File: config.mk
export PLATFORM = sky130hd
export DESIGN_NAME = sseg_disp_mux
export DESIGN_NICKNAME = d
export VERILOG_FILES = /design/src/rtl/sseg_disp_mux_pkg.sv /design/src/rtl/mod_m_counter.sv /design/src/rtl/sseg_disp_mux.sv
export SDC_FILE = /design/constraint.sdc
export NUM_CORES = 1
export LEC_CHECK = 0
export BUFFER_PORTS_ARGS = -buffer_cell sky130_fd_sc_hd__clkbuf_2
export CORE_MARGIN = 2
export CORE_UTILIZATION = 50
export DETAILED_ROUTE_END_ITERATION = 6
export GPL_TIMING_DRIVEN = 1
export PLACE_DENSITY = 0.75
export SLEW_MARGIN = 15
export SYNTH_ARGS = -nofsm -noshare
export SYNTH_HDL_FRONTEND = slang
export SYNTH_HIERARCHICAL = 1
export SYNTH_SLANG_ARGS = --single-unit
File: constraint.sdc
create_clock -name clk -period 1.7 [get_ports clk]
set_input_delay 0.34 -clock clk [delete_from_list [all_inputs] [get_ports clk]]
set_output_delay 0.34 -clock clk [all_outputs]
set_load 0.005 [all_outputs]
File: src/rtl/sseg_disp_mux_pkg.sv
// Shared constants and state encoding for the multiplexed seven-segment driver.
package sseg_disp_mux_pkg;

  localparam logic [6:0] SSEG_BLANK = 7'b1111111;
  localparam logic [3:0] AN_OFF     = 4'b1111;

  typedef enum logic {
    BLANK = 1'b0,
    DRIVE = 1'b1
  } state_t;

endpackage

File: src/rtl/mod_m_counter.sv
// Modulo-M counter with a synchronous clear (en low) and a wrap pulse.
module mod_m_counter #(
  parameter int M = 50000,
  parameter int N = 16
) (
  input  logic         clk,
  input  logic         reset,
  input  logic         en,
  output logic [N-1:0] q,
  output logic         max_tick
);

  localparam logic [N-1:0] LAST = N'(M - 1);

  // Holding en low parks the count at zero so a restart begins a fresh slot.
  always_ff @(posedge clk or posedge reset) begin
    if (reset) begin
      q <= '0;
    end else if (!en) begin
      q <= '0;
    end else if (q == LAST) begin
      q <= '0;
    end else begin
      q <= q + N'(1);
    end
  end

  assign max_tick = en && (q == LAST);

endmodule

File: src/rtl/sseg_disp_mux.sv
// Four-digit time-multiplexed seven-segment driver with a blanking guard per
// slot and a once-per-frame capture of the digit inputs.
module sseg_disp_mux
  import sseg_disp_mux_pkg::*;
#(
  parameter int SLOT_CYCLES  = 50000,
  parameter int BLANK_CYCLES = 500,
  parameter int CW           = 16
) (
  input  logic       clk,
  input  logic       reset,
  input  logic       en,
  input  logic [6:0] hex0,
  input  logic [6:0] hex1,
  input  logic [6:0] hex2,
  input  logic [6:0] hex3,
  input  logic [3:0] dp_in,
  output logic [3:0] an,
  output logic [6:0] sseg,
  output logic       dp,
  output logic       frame_tick
);

  localparam logic [CW-1:0] BLANK_LAST = CW'(BLANK_CYCLES - 1);

  logic [CW-1:0]   cnt;
  logic            slot_end;
  logic [1:0]      idx;
  state_t          state;
  logic [3:0][6:0] shadow_hex;
  logic [3:0]      shadow_dp;
  logic            frame_start;

  mod_m_counter #(
    .M (SLOT_CYCLES),
    .N (CW)
  ) u_slot_cnt (
    .clk      (clk),
    .reset    (reset),
    .en       (en),
    .q        (cnt),
    .max_tick (slot_end)
  );

  assign frame_start = en && (cnt == '0) && (idx == 2'd0);

  // State tracks the counter (DRIVE iff count >= BLANK_CYCLES); the outputs
  // are produced from the current state, so they trail it by one cycle and
  // the last DRIVE cycle of a slot still shows the old digit.
  always_ff @(posedge clk or posedge reset) begin
    if (reset) begin
      idx        <= 2'd0;
      state      <= BLANK;
      shadow_hex <= {4{SSEG_BLANK}};
      shadow_dp  <= 4'b1111;
      an         <= AN_OFF;
      sseg       <= SSEG_BLANK;
      dp         <= 1'b1;
      frame_tick <= 1'b0;
    end else begin
      frame_tick <= frame_start;
      if (frame_start) begin
        shadow_hex <= {hex3, hex2, hex1, hex0};
        shadow_dp  <= dp_in;
      end

      if (!en) begin
        idx <= 2'd0;
      end else if (slot_end) begin
        idx <= idx + 2'd1;
      end

      if (!en || slot_end) begin
        state <= BLANK;
      end else if (cnt == BLANK_LAST) begin
        state <= DRIVE;
      end

      if (!en || state == BLANK) begin
        an   <= AN_OFF;
        sseg <= SSEG_BLANK;
        dp   <= 1'b1;
      end else begin
        an   <= ~(4'b0001 << idx);
        sseg <= shadow_hex[idx];
        dp   <= shadow_dp[idx];
      end
    end
  end

endmodule

* Word-level counts from Yosys, hierarchy flattened
Index checks and enable logic that the tools add are counted.
W data, S select, Z words.
** Storage, ports and cells
- Bits in registers :: 64
- Word-level logic and storage cells :: 43
- Output and inout bits :: 13
** Operators by class
- Mux-type cells :: 13
- Bitwise operators :: 2
- Magnitude comparators :: 1
- Reduce and logical (&&, ||, !) cells :: 9
- Eq/ne operators :: 3
- Add/sub/neg operators :: 2
- Shift operators :: 1
** Operators with widths (count)
- $mux W16 :: 2
- $add A16 B1 Y16 const B :: 1
- $eq A16 B16 Y1 const B :: 1
- $eq A16 B9 Y1 const B :: 1
- $logic_not A16 Y1 :: 1
- $bmux W7 S2 :: 1
- $mux W7 :: 2
- $mux W1 :: 4
- $mux W2 :: 2
- $mux W4 :: 1
- $not A4 Y4 :: 1
- $shl A1 B2 Y4 const A :: 1
- $logic_and A1 B1 Y1 :: 3
- $lt A2 B3 Y1 const B :: 1
- $add A2 B1 Y2 const B :: 1
- $bmux W1 S2 :: 1
- $logic_not A2 Y1 :: 1
- $logic_or A1 B1 Y1 :: 2
- $ne A2 B1 Y1 const B :: 1
- $reduce_bool A2 Y1 :: 1
- $logic_not A1 Y1 :: 1
- $not A1 Y1 :: 1

* Longest topological paths before layout
- Word-level depth :: 4
- Gate-level depth with buffers :: 7
- Depth with buffers taken out :: 6

* Hierarchy
Netlist, hierarchy kept.
** By module, submodules not included
- sseg_disp_mux :: times used 1, sequential area each 1256.2 µm², cells an instance 131, area each 2088.3 µm²
- mod_m_counter :: times used 1, sequential area each 400.4 µm², cells an instance 81, area each 840.8 µm²

* Worst setup path before layout
Ideal clock, no wire load.
- Path kind :: register to register
- Start :: register idx[1]
- End :: register shadow_dp[3]
- Setup slack :: -39 ps
- Buffers on the path :: 2
- Arrival :: 1657 ps
- Cell stages (with the launch flop) :: 8
- Period minus slack after synthesis :: 1739 ps
- Cell sequence :: dfrtp_1 > clkbuf_1 > inv_1 > ha_1 > nand4_1 > nor2_4 > buf_6 > mux2_2
** Between the ends
- Word-level cells in the longest chain between the ends :: 2
** RTL lines
- start: declaration :: line sseg_disp_mux.sv:28 : logic [1:0] idx;
- start signal: assignment :: line sseg_disp_mux.sv:70 : idx <= idx + 2'd1;
- $logic_not A2 Y1 :: line sseg_disp_mux.sv:45 : assign frame_start = en && (cnt == '0) && (idx == 2'd0);
- $logic_and A1 B1 Y1 :: line sseg_disp_mux.sv:45
- end signal: assignment :: line sseg_disp_mux.sv:64 : shadow_dp <= dp_in;
- end: declaration :: line sseg_disp_mux.sv:31 : logic [3:0] shadow_dp;
No other way between the ends.
A chain may end at the register's enable or synchronous reset.

* Worst setup path in the final report
- Start :: register u_slot_cnt.q[5]
- End :: register shadow_dp[3]
** Between the ends
- Word-level cells in the longest chain between the ends :: 3
** RTL lines
- start: declaration :: line mod_m_counter.sv:9 : output logic [N-1:0] q,
- start signal: assignment :: line mod_m_counter.sv:24 : q <= q + N'(1);
- $logic_not A16 Y1 :: line sseg_disp_mux.sv:45
- $logic_and A1 B1 Y1 (2 in series) :: line sseg_disp_mux.sv:45
No other way between the ends.

==> out/summary.md <==
The maximum level of the CTS H-tree came out at 3. The die covers 6490 µm². For this run, the number of Yosys warnings is 6.

The critical path class was flip-flop to flip-flop. Fill cells in the final layout number 407. On the worst path, the slowest cell contributes a delay of 0.42 ns.

From synthesis to final layout, the design area changed by 26.1%. Setup repair after global routing could not meet its margin everywhere. The ratio of cells with drive above 1 in the final layout was 0.645; the share of total power in sequential cells was 0.492.

The net count reported at finish is 328, and the fraction of synthesized area in multiplexers is 0.188. For the number of clock sinks seen by CTS, the log shows 64. Clock-pin slew was measured on the worst setup and hold paths at 0.08 ns.

The hold violation total from the final report is 0, and the power density over the cells is 1080 nW/µm². Leaving out fill and tap cells, the most frequent cell in the layout is sky130_fd_sc_hd__clkbuf_2. The maximum number of pins on one net before global-route repair is 34, and the mean post-synth cell area is 13.8 µm². At the worst endpoint, the required time is 1.97 ns. The total power is 3.98 mW. Library cell contributing the largest single delay on the critical path: sky130_fd_sc_hd__dfrtp_1.

The proportion of power drawn by combinational gates is 0.112. The tree is rooted in a sky130_fd_sc_hd__clkbuf_8. The end-of-flow core utilization came out at 0.662.

By area the synthesized netlist is led by sky130_fd_sc_hd__dfstp_2 39%, sky130_fd_sc_hd__dfrtp_1 17%, sky130_fd_sc_hd__mux2_2 12%. At the placement stage, the worst setup path has a slack of 0.00697 ns. Across the VDD grid, the largest voltage drop is 0.786 mV.

The netlist uses 36 different library cells. Timing would allow up to 593 MHz. Portion of the post-synthesis area used by sequential elements: 0.566. The area share of and/or/nand/nor cells after synthesis is 0.144.

The clock period could shrink to 1.69 ns. The first global-routing pass estimated 9.66 mm of wire. The critical path goes through nor4_2, nand4_1, nor2_4, buf_12, mux2_2. For the standard-cell row count, the log shows 27.

Synthesis inferred 64 register bits. The total DRC errors in the routed layout is 0. In this run the critical register-to-register path is launched from u_slot_cnt/q[5]. The relative slew slack came out at 0.558. The post-synthesis share of cell area spent on xor and xnor gates is 0.0419, and the clock share of power is 0.396.

The detailed-routing iteration count for the pre-antenna-repair pass is 4. At the pin with the least slew margin, the transition time is 0.663 ns. After detailed routing, the average wire length per cell comes to 16.3 µm. The highest fanout seen on the critical path came out at 33. The number of antenna diodes was 0; the number of design-rule violations left by the first detailed-router iteration was 87.

In the final layout, flip-flops and latches occupy 1660 µm². The total leakage power was 1.57 nW; the vertical extent of the die was 80.5 µm. The run gives 0 as the number of antenna violations at the first check in global routing. The number of instances in the placed design was 348. After layout, the worst setup slack is 0.0148 ns. The ratio of final minimum period to clock period is 0.991. The internal power of the cells totals 3.09 mW. The logs give 0 for the number of maximum-capacitance constraint violations and 2001 for the via count of the first global-routing pass.

After synthesis, the largest family of logic cells by area is multiplexers. The final-report max-slew violation count was 0; the final weighted congestion in routability-driven placement was 0.873. The number of cell instances on the worst register-to-register path was 5. The final route contains 1952 vias. The all-layer global routing usage is 0.205.

Most area-hungry cell type in the Yosys netlist: sky130_fd_sc_hd__dfstp_2. The HPWL after detailed placement is 4.14 mm. The final cell count without fillers was 365; the setup slack of the worst register-to-register path was 0.01 ns. Setup violations remaining at the end of the flow were counted as 0. Summing every instance area after synthesis gives 2930 µm².

TritonCTS built the clock tree. In this run the power spent charging and discharging nets is 0.892 mW. The data arrival time of the critical path is 1.95 ns, and the total wire length is 5.93 mm. For the area of the core, the log shows 5570 µm². When the netlist entered floorplanning its net count stood at 252. Counting the buffers created by CTS gives 9.

Across the routed clock network, the largest skew measured is 0.00787 ns. The library cells used most frequently in the layout, excluding fill and tap cells, are 47 x sky130_fd_sc_hd__clkbuf_2, 44 x sky130_fd_sc_hd__dfstp_2, 30 x sky130_fd_sc_hd__mux2_2. The worst setup path is launched from a flip-flop. The tools report the type of element capturing the critical path as a flip-flop. Number of instances in the synthesized netlist: 212. Destination of the worst register-to-register timing path: shadow_dp[3].

The starting density of the core is 0.525. Input and output buffers added on the ports amount to 47. At the later pin of the worst-skew pair, clock insertion delay measures 0.34 ns.

For the total grt overflow, the log shows 0. The run finished with clean final reports. Once detail routing completed, the nets flagged for antenna violations numbered 0. The buffer depth of the longest clock path was 2; the post-synthesis compound-gate area fraction was 0.00812. 48 I/O pins were placed.

Hold timing on the final database bottoms out at a slack of 0.0880 ns. The net switching share of the total power came out at 0.224. The floorplan step set the die width to 80.5 µm.

The worst hold path belongs to the class input pin to async pin. The area share of the largest cell type after synthesis is 0.395, and the total area of multi-input combinational cells is 1210 µm². Dividing the detail-routed via count by the number of cells gives 5.35. The adder and majority gate portion of the synthesized area works out to 0.0214.
## per-layer routing
| metal | global-route usage | part of all wire |
|---|---|---|
| met5 | 0 | 0 |
| met4 | 0.119 | 0.038 |
| met3 | 0.0539 | 0.040 |
| met2 | 0.345 | 0.51 |
| met1 | 0.236 | 0.41 |
## power groups by stage
stage / clock (mW) / combinational [mW] / sequential (mW)
after floorplan: 0 / 0.336 / 1.93
after global placement: 0 / 0.421 / 1.96
after detailed placement: 0 / 0.443 / 1.98
final: 1.58 / 0.445 / 1.96
after global routing: 1.69 / 0.487 / 1.98
after CTS: 1.61 / 0.451 / 1.96
## cells in the mapped netlist, drive strengths merged
library cell / instances
nor2: 19
mux4: 8
buf: 5
nand2: 4
and3: 2
clkbuf: 2
nor4bb: 1
nor4b: 1
nor2b: 1
nor3: 7
nand4: 6
xnor2: 11
nor4: 5
nand3: 12
a21oi: 1
a31o: 1
dfstp: 44
or2: 8
dfrtp: 20
and2: 1
xor2: 3
mux2: 32
and4bb: 1
ha: 5
mux2i: 1
o211a: 1
inv: 10
## kinds of logic (layout without fill, tap and decap cells)
| logic type | Yosys count | after routing |
|---|---|---|
| buffers and inverters | 17 | 98 |
| AOI/OAI and AO/OA | 3 | 3 |
| muxes | 41 | 41 |
| adders and majority gates | 5 | 5 |
| xor gates and xnor gates | 14 | 14 |
| DFF | 64 | 64 |
| and+or+nand+nor | 68 | 68 |
## layout make-up
class,count,share of cell area
sequential,64,0.449
multi-input combinational,131,0.327
timing repair buffer,72,0.122
clock buffer,11,0.0441
tap,72,0.0244
clock inverter,5,0.0230
inverter,10,0.0102
## flip-flops by register name, summed over array words and instances, names as in the netlist
signal,cells
idx,2
state,1
shadow_dp,4
sseg,7
an,4
u_slot_cnt/q,16
shadow_hex,28
dp,1
frame_tick,1
## critical path: cells and delay by family (launching register included)
kind | cells | cell delay (ns)
and+or+nand+nor | 3 | 0.60
buffers and inverters | 1 | 0.21
muxes | 1 | 0.38
DFF | 1 | 0.42
## worst max-delay path by stage
| stage | from | slack, ns | to |
|---|---|---|---|
| 4_1_cts | u_slot_cnt/q[11] | 0.006 | shadow_dp[3] |
| 3_3_place_gp | u_slot_cnt/q[5] | 0.02 | shadow_hex[10] |
| 3_5_place_dp | u_slot_cnt/q[5] | 0.007 | shadow_hex[25] |
| 6_report | u_slot_cnt/q[5] | 0.01 | shadow_dp[3] |
| 5_1_grt | u_slot_cnt/q[5] | -0.07 | shadow_hex[5] |
| 2_1_floorplan | idx[1] | 0.003 | shadow_dp[3] |
## repair_timing
action | CTS | global route
gates resized for setup | 1 | 4
pin swaps | 0 | 5
setup endpoints to repair | 27 | 35
hold endpoints to repair | 0 | 0
hold buffers | 0 | 0
buffers inserted | 0 | 1
## per-stage QoR
stage / area, µm² / setup TNS [ns]
6_report: 3690 / 0
2_1_floorplan: 2940 / 0
3_5_place_dp: 3410 / 0
5_1_grt: 3690 / -1.81
4_1_cts: 3660 / 0
3_3_place_gp: 3410 / 0
Note: power is estimated with default switching activity, not from simulation.
